`config.mk`:
```
export PLATFORM = sky130hd
export DESIGN_NAME = if_id_decode_flat
export DESIGN_NICKNAME = d
export VERILOG_FILES = /design/src/rtl/if_id_decode_pkg.sv /design/src/rtl/if_id_decode_if.sv /design/src/rtl/if_id_decode_ctrl.sv /design/src/rtl/if_id_decode.sv /design/src/flat_wrapper.sv
export SDC_FILE = /design/constraint.sdc
export NUM_CORES = 1
export LEC_CHECK = 0
export CORE_AREA = 2 2 115 117
export CTS_BUF_LIST = sky130_fd_sc_hd__clkbuf_16
export DETAILED_ROUTE_END_ITERATION = 8
export DIE_AREA = 0 0 117 119
export HOLD_SLACK_MARGIN = 0.02
export PLACE_DENSITY = 0.86
export SETUP_SLACK_MARGIN = 0.5
export SYNTH_ARGS = -nofsm -noshare
export SYNTH_HDL_FRONTEND = slang
export SYNTH_HIERARCHICAL = 1
export SYNTH_SLANG_ARGS = --single-unit
```
`constraint.sdc`:
```
create_clock -name clk -period 1.95 [get_ports clk]
set_input_delay 0.39 -clock clk [delete_from_list [all_inputs] [get_ports clk]]
set_output_delay 0.39 -clock clk [all_outputs]
set_load 0.05 [all_outputs]
```
`src/rtl/if_id_decode_pkg.sv`:
```
// Shared CPU definitions: MIPS opcode/funct codes, ALU operation encoding and the
// decoded control bundle passed down the pipeline.
package cpu_pkg;

    localparam logic [5:0] OP_RTYPE = 6'h00;
    localparam logic [5:0] OP_J     = 6'h02;
    localparam logic [5:0] OP_BEQ   = 6'h04;
    localparam logic [5:0] OP_ADDI  = 6'h08;
    localparam logic [5:0] OP_LW    = 6'h23;
    localparam logic [5:0] OP_SW    = 6'h2B;

    localparam logic [5:0] FN_JR    = 6'h08;
    localparam logic [5:0] FN_ADD   = 6'h20;
    localparam logic [5:0] FN_SUB   = 6'h22;
    localparam logic [5:0] FN_AND   = 6'h24;
    localparam logic [5:0] FN_OR    = 6'h25;
    localparam logic [5:0] FN_SLT   = 6'h2A;

    typedef enum logic [2:0] {
        ALU_ADD = 3'd0,
        ALU_SUB = 3'd1,
        ALU_SLT = 3'd2,
        ALU_AND = 3'd3,
        ALU_OR  = 3'd4
    } alu_op_t;

    typedef struct packed {
        logic    branch;
        logic    jump;
        logic    jr;
        logic    reg_write;
        logic    mem_read;
        logic    mem_write;
        logic    alu_src;
        logic    reg_dst;
        alu_op_t alu_op;
    } ctrl_t;

    // Instructions whose rt field is a source operand and can therefore need a loaded value.
    function automatic logic reads_rt(input logic [5:0] opcode);
        return (opcode == OP_RTYPE) || (opcode == OP_SW) || (opcode == OP_BEQ);
    endfunction

endpackage

```
`src/rtl/if_id_decode_if.sv`:
```
// Fetch-side inputs and decoded ID/EX outputs of the if_id_decode stage.
interface if_id_decode_if #(
    parameter int ADDR_W  = 30,
    parameter int INSTR_W = 32
);
    logic [INSTR_W-1:0] instr_in;
    logic [ADDR_W-1:0]  pc_in;
    logic               flush;
    logic               stall_out;
    logic               ex_valid;
    logic [ADDR_W-1:0]  ex_pc;
    logic [4:0]         ex_rs;
    logic [4:0]         ex_rt;
    logic [4:0]         ex_rd;
    logic [15:0]        ex_imm16;
    logic [25:0]        ex_target;
    logic               ex_branch;
    logic               ex_jump;
    logic               ex_jr;
    logic               ex_reg_write;
    logic               ex_mem_read;
    logic               ex_mem_write;
    logic               ex_alu_src;
    logic               ex_reg_dst;
    logic [2:0]         ex_alu_op;
    logic               ex_illegal;

    modport master (
        output instr_in, pc_in, flush,
        input  stall_out, ex_valid, ex_pc, ex_rs, ex_rt, ex_rd, ex_imm16, ex_target,
               ex_branch, ex_jump, ex_jr, ex_reg_write, ex_mem_read, ex_mem_write,
               ex_alu_src, ex_reg_dst, ex_alu_op, ex_illegal
    );

    modport slave (
        input  instr_in, pc_in, flush,
        output stall_out, ex_valid, ex_pc, ex_rs, ex_rt, ex_rd, ex_imm16, ex_target,
               ex_branch, ex_jump, ex_jr, ex_reg_write, ex_mem_read, ex_mem_write,
               ex_alu_src, ex_reg_dst, ex_alu_op, ex_illegal
    );
endinterface

```
`src/rtl/if_id_decode_ctrl.sv`:
```
// Combinational MIPS-subset decoder: opcode/funct to control bundle, flagging anything
// outside the supported subset as illegal with all control bits cleared.
module ctrl_decoder
    import cpu_pkg::*;
(
    input  logic [5:0] opcode_i,
    input  logic [5:0] funct_i,
    output ctrl_t      ctrl_o,
    output logic       illegal_o
);
    always_comb begin
        ctrl_o    = '0;
        illegal_o = 1'b0;
        case (opcode_i)
            OP_RTYPE: begin
                ctrl_o.reg_write = 1'b1;
                ctrl_o.reg_dst   = 1'b1;
                case (funct_i)
                    FN_ADD:  ctrl_o.alu_op = ALU_ADD;
                    FN_SUB:  ctrl_o.alu_op = ALU_SUB;
                    FN_SLT:  ctrl_o.alu_op = ALU_SLT;
                    FN_AND:  ctrl_o.alu_op = ALU_AND;
                    FN_OR:   ctrl_o.alu_op = ALU_OR;
                    FN_JR: begin
                        ctrl_o    = '0;
                        ctrl_o.jr = 1'b1;
                    end
                    default: begin
                        ctrl_o    = '0;
                        illegal_o = 1'b1;
                    end
                endcase
            end
            OP_LW: begin
                ctrl_o.mem_read  = 1'b1;
                ctrl_o.reg_write = 1'b1;
                ctrl_o.alu_src   = 1'b1;
            end
            OP_SW: begin
                ctrl_o.mem_write = 1'b1;
                ctrl_o.alu_src   = 1'b1;
            end
            OP_BEQ: begin
                ctrl_o.branch = 1'b1;
                ctrl_o.alu_op = ALU_SUB;
            end
            OP_J:    ctrl_o.jump = 1'b1;
            OP_ADDI: begin
                ctrl_o.reg_write = 1'b1;
                ctrl_o.alu_src   = 1'b1;
            end
            default: illegal_o = 1'b1;
        endcase
    end
endmodule

```
`src/rtl/if_id_decode.sv`:
```
// IF/ID latch feeding a registered ID/EX latch, with load-use stall and flush handling.
module if_id_decode
    import cpu_pkg::*;
#(
    parameter int ADDR_W  = 30,
    parameter int INSTR_W = 32,
    parameter bit HAZ_EN  = 1'b1
) (
    input  logic          clk,
    input  logic          rst,
    if_id_decode_if.slave bus
);
    typedef struct packed {
        logic              valid;
        logic [ADDR_W-1:0] pc;
        logic [4:0]        rs;
        logic [4:0]        rt;
        logic [4:0]        rd;
        logic [15:0]       imm16;
        logic [25:0]       target;
        ctrl_t             ctrl;
        logic              illegal;
    } idex_t;

    logic               ifid_valid_q, ifid_valid_d;
    logic [INSTR_W-1:0] ifid_instr_q, ifid_instr_d;
    logic [ADDR_W-1:0]  ifid_pc_q, ifid_pc_d;
    idex_t              idex_q, idex_d;

    ctrl_t      dec_ctrl;
    logic       dec_illegal;
    logic       hazard;
    logic [4:0] if_rs;
    logic [4:0] if_rt;

    ctrl_decoder u_ctrl_decoder (
        .opcode_i  (ifid_instr_q[31:26]),
        .funct_i   (ifid_instr_q[5:0]),
        .ctrl_o    (dec_ctrl),
        .illegal_o (dec_illegal)
    );

    assign if_rs = ifid_instr_q[25:21];
    assign if_rt = ifid_instr_q[20:16];

    // A load into $0 never creates a dependency, since $0 is hardwired.
    assign hazard = HAZ_EN && idex_q.valid && idex_q.ctrl.mem_read && (idex_q.rt != 5'd0)
                    && ifid_valid_q
                    && ((idex_q.rt == if_rs)
                        || (reads_rt(ifid_instr_q[31:26]) && (idex_q.rt == if_rt)));

    assign bus.stall_out = hazard && !bus.flush;

    always_comb begin
        ifid_valid_d = ifid_valid_q;
        ifid_instr_d = ifid_instr_q;
        ifid_pc_d    = ifid_pc_q;
        idex_d       = '0;
        if (bus.flush) begin
            ifid_valid_d = 1'b0;
        end else if (!hazard) begin
            ifid_valid_d = 1'b1;
            ifid_instr_d = bus.instr_in;
            ifid_pc_d    = bus.pc_in;
            if (ifid_valid_q) begin
                if (dec_illegal) begin
                    idex_d.illegal = 1'b1;
                end else begin
                    idex_d.valid  = 1'b1;
                    idex_d.pc     = ifid_pc_q;
                    idex_d.rs     = if_rs;
                    idex_d.rt     = if_rt;
                    idex_d.rd     = ifid_instr_q[15:11];
                    idex_d.imm16  = ifid_instr_q[15:0];
                    idex_d.target = ifid_instr_q[25:0];
                    idex_d.ctrl   = dec_ctrl;
                end
            end
        end
    end

    always_ff @(posedge clk or negedge rst) begin
        if (!rst) begin
            ifid_valid_q <= 1'b0;
            ifid_instr_q <= '0;
            ifid_pc_q    <= '0;
            idex_q       <= '0;
        end else begin
            ifid_valid_q <= ifid_valid_d;
            ifid_instr_q <= ifid_instr_d;
            ifid_pc_q    <= ifid_pc_d;
            idex_q       <= idex_d;
        end
    end

    assign bus.ex_valid     = idex_q.valid;
    assign bus.ex_pc        = idex_q.pc;
    assign bus.ex_rs        = idex_q.rs;
    assign bus.ex_rt        = idex_q.rt;
    assign bus.ex_rd        = idex_q.rd;
    assign bus.ex_imm16     = idex_q.imm16;
    assign bus.ex_target    = idex_q.target;
    assign bus.ex_branch    = idex_q.ctrl.branch;
    assign bus.ex_jump      = idex_q.ctrl.jump;
    assign bus.ex_jr        = idex_q.ctrl.jr;
    assign bus.ex_reg_write = idex_q.ctrl.reg_write;
    assign bus.ex_mem_read  = idex_q.ctrl.mem_read;
    assign bus.ex_mem_write = idex_q.ctrl.mem_write;
    assign bus.ex_alu_src   = idex_q.ctrl.alu_src;
    assign bus.ex_reg_dst   = idex_q.ctrl.reg_dst;
    assign bus.ex_alu_op    = idex_q.ctrl.alu_op;
    assign bus.ex_illegal   = idex_q.illegal;
endmodule

```
`src/flat_wrapper.sv`:
```
// flat-port wrapper written by rule: the top's interface ports become plain ports
module if_id_decode_flat import cpu_pkg::*;
#(
    parameter int ADDR_W  = 30,
    parameter int INSTR_W = 32,
    parameter bit HAZ_EN  = 1'b1
)
  (clk, rst, bus_instr_in, bus_pc_in, bus_flush, bus_stall_out, bus_ex_valid, bus_ex_pc, bus_ex_rs, bus_ex_rt, bus_ex_rd, bus_ex_imm16, bus_ex_target, bus_ex_branch, bus_ex_jump, bus_ex_jr, bus_ex_reg_write, bus_ex_mem_read, bus_ex_mem_write, bus_ex_alu_src, bus_ex_reg_dst, bus_ex_alu_op, bus_ex_illegal);
  if_id_decode_if #(.ADDR_W(ADDR_W), .INSTR_W(INSTR_W)) bus_i ();
  input  logic clk;
  input  logic rst;
  input wire logic [$bits(bus_i.instr_in)-1:0] bus_instr_in;
  input wire logic [$bits(bus_i.pc_in)-1:0] bus_pc_in;
  input wire logic [$bits(bus_i.flush)-1:0] bus_flush;
  output wire logic [$bits(bus_i.stall_out)-1:0] bus_stall_out;
  output wire logic [$bits(bus_i.ex_valid)-1:0] bus_ex_valid;
  output wire logic [$bits(bus_i.ex_pc)-1:0] bus_ex_pc;
  output wire logic [$bits(bus_i.ex_rs)-1:0] bus_ex_rs;
  output wire logic [$bits(bus_i.ex_rt)-1:0] bus_ex_rt;
  output wire logic [$bits(bus_i.ex_rd)-1:0] bus_ex_rd;
  output wire logic [$bits(bus_i.ex_imm16)-1:0] bus_ex_imm16;
  output wire logic [$bits(bus_i.ex_target)-1:0] bus_ex_target;
  output wire logic [$bits(bus_i.ex_branch)-1:0] bus_ex_branch;
  output wire logic [$bits(bus_i.ex_jump)-1:0] bus_ex_jump;
  output wire logic [$bits(bus_i.ex_jr)-1:0] bus_ex_jr;
  output wire logic [$bits(bus_i.ex_reg_write)-1:0] bus_ex_reg_write;
  output wire logic [$bits(bus_i.ex_mem_read)-1:0] bus_ex_mem_read;
  output wire logic [$bits(bus_i.ex_mem_write)-1:0] bus_ex_mem_write;
  output wire logic [$bits(bus_i.ex_alu_src)-1:0] bus_ex_alu_src;
  output wire logic [$bits(bus_i.ex_reg_dst)-1:0] bus_ex_reg_dst;
  output wire logic [$bits(bus_i.ex_alu_op)-1:0] bus_ex_alu_op;
  output wire logic [$bits(bus_i.ex_illegal)-1:0] bus_ex_illegal;
  assign bus_i.instr_in = bus_instr_in;
  assign bus_i.pc_in = bus_pc_in;
  assign bus_i.flush = bus_flush;
  assign bus_stall_out = bus_i.stall_out;
  assign bus_ex_valid = bus_i.ex_valid;
  assign bus_ex_pc = bus_i.ex_pc;
  assign bus_ex_rs = bus_i.ex_rs;
  assign bus_ex_rt = bus_i.ex_rt;
  assign bus_ex_rd = bus_i.ex_rd;
  assign bus_ex_imm16 = bus_i.ex_imm16;
  assign bus_ex_target = bus_i.ex_target;
  assign bus_ex_branch = bus_i.ex_branch;
  assign bus_ex_jump = bus_i.ex_jump;
  assign bus_ex_jr = bus_i.ex_jr;
  assign bus_ex_reg_write = bus_i.ex_reg_write;
  assign bus_ex_mem_read = bus_i.ex_mem_read;
  assign bus_ex_mem_write = bus_i.ex_mem_write;
  assign bus_ex_alu_src = bus_i.ex_alu_src;
  assign bus_ex_reg_dst = bus_i.ex_reg_dst;
  assign bus_ex_alu_op = bus_i.ex_alu_op;
  assign bus_ex_illegal = bus_i.ex_illegal;
  if_id_decode #(.ADDR_W(ADDR_W), .INSTR_W(INSTR_W), .HAZ_EN(HAZ_EN)) u_core (.clk(clk), .rst(rst), .bus(bus_i));
endmodule
```
==> parameters.txt <==
Parameter                              Value

Power and ir drop
  Share of power burned in the clock network    43.9%
  Total Power Consumption    6.99 mW
  Switching part of the total    23.2%
  IR drop worst, VDD    0.559 mV
  Share of power burned in combinational logic    13.4%
  Power share of the sequential group    42.8%
  Total power per unit cell area    861 nW/um2
  Internal power    5.37 mW
  Pleak    3.97 nW
  Net Switching    1.62 mW

STA
  Clock tree skew after final layout    0.00593 ns
  Shortest period the worst path allows    2.46 ns
  Post-route worst setup slack    -0.510 ns
  Final-report hold violation count    0
  Max Clock Freq    406 MHz
  Setup repair after global routing missed its margin    yes
  Post-route fraction of the period consumed by the critical path    126%
  Number of endpoints failing setup at the final stage    132
  Remaining max-slew budget at the tightest pin    72.5%
  Transition time at the pin with the least slew margin    0.412 ns
  Fin. max-slew vios    0

Cells and area
  Layout fillers    991
  Register Area    3310 um2
  Non-filler cells, final    780
  Share of cells above drive strength 1    47.0%
  Combined area of the multi-input logic cells    1710 um2
  Area growth, synth to finish    54.9%
  ANT cells    0
  Net count, final    657

Worst setup path
  Start-to-end type of the worst setup path    flop to output port
  CP arrival    2.07 ns
  Data required time of the worst path    1.56 ns
  Worst-path fanout max    3
  Kind of start point of the critical path    flop
  Kind of end point of the critical path    output port

Floorplanning
  Die width    117 um
  Die height    119 um
  Count of standard-cell rows    42
  Placeable core region    12,900 um2
  Count of boundary I/O pins    166
  Starting utilization of the core area    40.7%
  Die footprint    13,900 um2

Global routing
  Number of antenna violations at the first check in global routing    0
  Wire length of the first global-routing pass    20,300 um
  Busiest layer in global routing    met2
  Maximum number of pins on one net before global-route repair    48
  Met1 routing resource usage after global routing    20.5%
  Global-route usage over all layers    19.8%
  Overflow left after global routing    0
  Via count of the first global-routing pass    3,998
  Global-route met3 utilization    7.74%
  GR Util met2    35.1%

Routing
  First-pass DRT Iterations    4
  Via count of the routed design    3,645
  Total length of routed wires    13,400 um
  Vias/cell    4.67
  DRC violation count after routing    0
  Routed wirelength normalized by instance count    17.2 um
  Starting DRT DRC Count    146
  Remaining antenna violation count after routing    0

Run status
  Result of the run    finished with violations
  Violations in the final reports    setup timing

Clock tree
  Number of buffers created by CTS    17
  Clock tree from TritonCTS    yes
  Max Root-Sink Buffers    2
  Number of sinks handled by clock tree synthesis    132
  Clock slew at the register clock pins of the worst setup and hold paths    0.05 ns
  Clock tree root buffer cell    sky130_fd_sc_hd__clkbuf_16
  Clock latency on the worst-skew pair    0.41 ns
  Maximum level of the CTS H-tree    4

Synth
  Most instantiated cells after synthesis    sky130_fd_sc_hd__dfrtp_1, sky130_fd_sc_hd__and2_1, sky130_fd_sc_hd__mux2_2
  Net count after synthesis    443
  Share of flip-flops with an asynchronous set or reset    100%
  Post-Syn Area    5240 um2
  Post-synth EDFFs    0
  Seq/Total Area, Yosys    63.0%
  Prevailing post-synth register cell    sky130_fd_sc_hd__dfrtp_1
  Average instance area after synthesis    13.9 um2
  Fraction of synthesized cell area taken by the top area cell type    63.0%
  Number of unique standard cell types used by synthesis    41
  Top-count cell post-synth    sky130_fd_sc_hd__dfrtp_1
  Synthesis-stage register bit count    132
  Largest area contributor in the synthesized netlist    sky130_fd_sc_hd__dfrtp_1
  Dominant cells by area after synthesis    sky130_fd_sc_hd__dfrtp_1, sky130_fd_sc_hd__mux2_2, sky130_fd_sc_hd__and2_1
  Gate count after technology mapping    378
  Synth warnings    6

Placed design
  GP Congestion    0.842
  Buffers on Ports    165
  Placed instance count    723
  Half-perimeter wire length after placement    8190 um

Worst hold path
  Type of the tightest min-delay check    flop to flop

Flow run
  Maxcap violations    0
## metal layers
metal | vias up | part of all wire [%]
li1 | 1659 | -
met1 | 1819 | 37
met2 | 142 | 52
met3 | 25 | 8.0
met4 | 0 | 2.7
met5 | - | 0
## kinds of logic (layout without fill, tap and decap cells)
kind of cell,Yosys count,count (layout),share of synthesized area (%)
compound gates,11,11,1.43
xor+xnor,11,11,1.84
fa+ha+maj,1,1,0.191
buf+inv,50,276,6.47
flops,132,132,63.0
mux,62,62,13.3
simple gates,111,111,13.7
## registers in the layout, indices dropped and copies added, names as in the netlist
register,flops
u_core/bus.ex_reg_write,1
u_core/bus.ex_jump,1
u_core/bus.ex_valid,1
u_core/bus.ex_reg_dst,1
u_core/bus.ex_alu_src,1
u_core/bus.ex_illegal,1
u_core/bus.ex_target,25
u_core/ifid_valid_q,1
u_core/ifid_instr_q,32
u_core/bus.ex_alu_op,3
u_core/bus.ex_mem_write,1
u_core/bus.ex_branch,1
u_core/bus.ex_jr,1
u_core/ifid_pc_q,30
u_core/bus.ex_rs,1
u_core/bus.ex_pc,30
u_core/bus.ex_mem_read,1
## per-stage QoR
step | utilization [%] | hold slack [ns] | area (um2) | setup slack [ns] | TNS, ns
floorplan | - | 0.0944 | 5310 | -0.195 | -20.23
global placement | 56.2 | 0.325 | 7230 | -0.240 | -25.12
detailed placement | 56.2 | 0.329 | 7230 | -0.291 | -29.95
CTS | 61.4 | 0.470 | 7910 | -0.559 | -40.87
global route | 63.1 | 0.489 | 8120 | -0.584 | -57.94
finish | 63.1 | 0.468 | 8120 | -0.510 | -48.00
## critical path: stages (launching register included)
cell and delay, ns:
sky130_fd_sc_hd__dfrtp_2 0.41, sky130_fd_sc_hd__buf_6 0.13, sky130_fd_sc_hd__xnor2_4 0.15, sky130_fd_sc_hd__nand2_2 0.08
sky130_fd_sc_hd__or4_4 0.55, sky130_fd_sc_hd__a21oi_4 0.20, sky130_fd_sc_hd__buf_12 0.15
## final timing paths
path	startpoint	end	slack [ns]	depth (start not counted)
min in group asynchronous	rst	u_core/bus.ex_target[23]	0.49	2
max in group asynchronous	rst	u_core/bus.ex_pc[13]	0.88	3
setup reg to reg	u_core/bus.ex_target[20]	u_core/ifid_instr_q[0]	-0.44	8
hold / removal	u_core/ifid_pc_q[2]	u_core/bus.ex_pc[2]	0.47	1
hold reg to reg	u_core/ifid_pc_q[2]	u_core/bus.ex_pc[2]	0.47	1
setup / recovery	u_core/bus.ex_target[19]	bus_stall_out	-0.51	6
## power by group through the flow
stage          registers [mW]  clock network (mW)  logic (mW)
6_report                 2.99                3.07       0.933
3_3_place_gp             3.02                   0       0.793
2_1_floorplan            3.10                   0       0.332
5_1_grt                  3.01                3.26       0.997
3_5_place_dp             3.03                   0       0.818
4_1_cts                  2.98                3.13       0.894
## cell type report
type,count,area share [%]
clock buffers,17,5.24
flip-flops and latches,132,40.8
well taps,176,2.71
clock inverters,14,1.82
repair buffers,240,28.2
multi-input cells,196,21.1
inverters,5,0.231
## placed cells by master, fill, tap and decap left out, drive strengths merged, types with 6 or more instances in the layout
cell / netlist / layout
buf: 42 / 160
dfrtp: 132 / 132
inv: 5 / 8
clkinv: 0 / 6
nand2: 6 / 6
clkdlybuf4s50: 0 / 63
mux2: 61 / 61
and2: 67 / 67
nor2: 7 / 7
clkbuf: 3 / 31
xor2: 6 / 6
## what timing repair did
| action | in CTS | in global routing |
|---|---|---|
| buffers inserted | 9 | 6 |
| endpoints found under the hold margin | 41 | 0 |
| hold buffers | 1 | 0 |
| gates cloned | 7 | 3 |
| endpoints found under the setup margin | 229 | 158 |
| pin swaps | 5 | 7 |
| gates resized for setup | 505 | 28 |
Power figures use the tool's default switching activity.
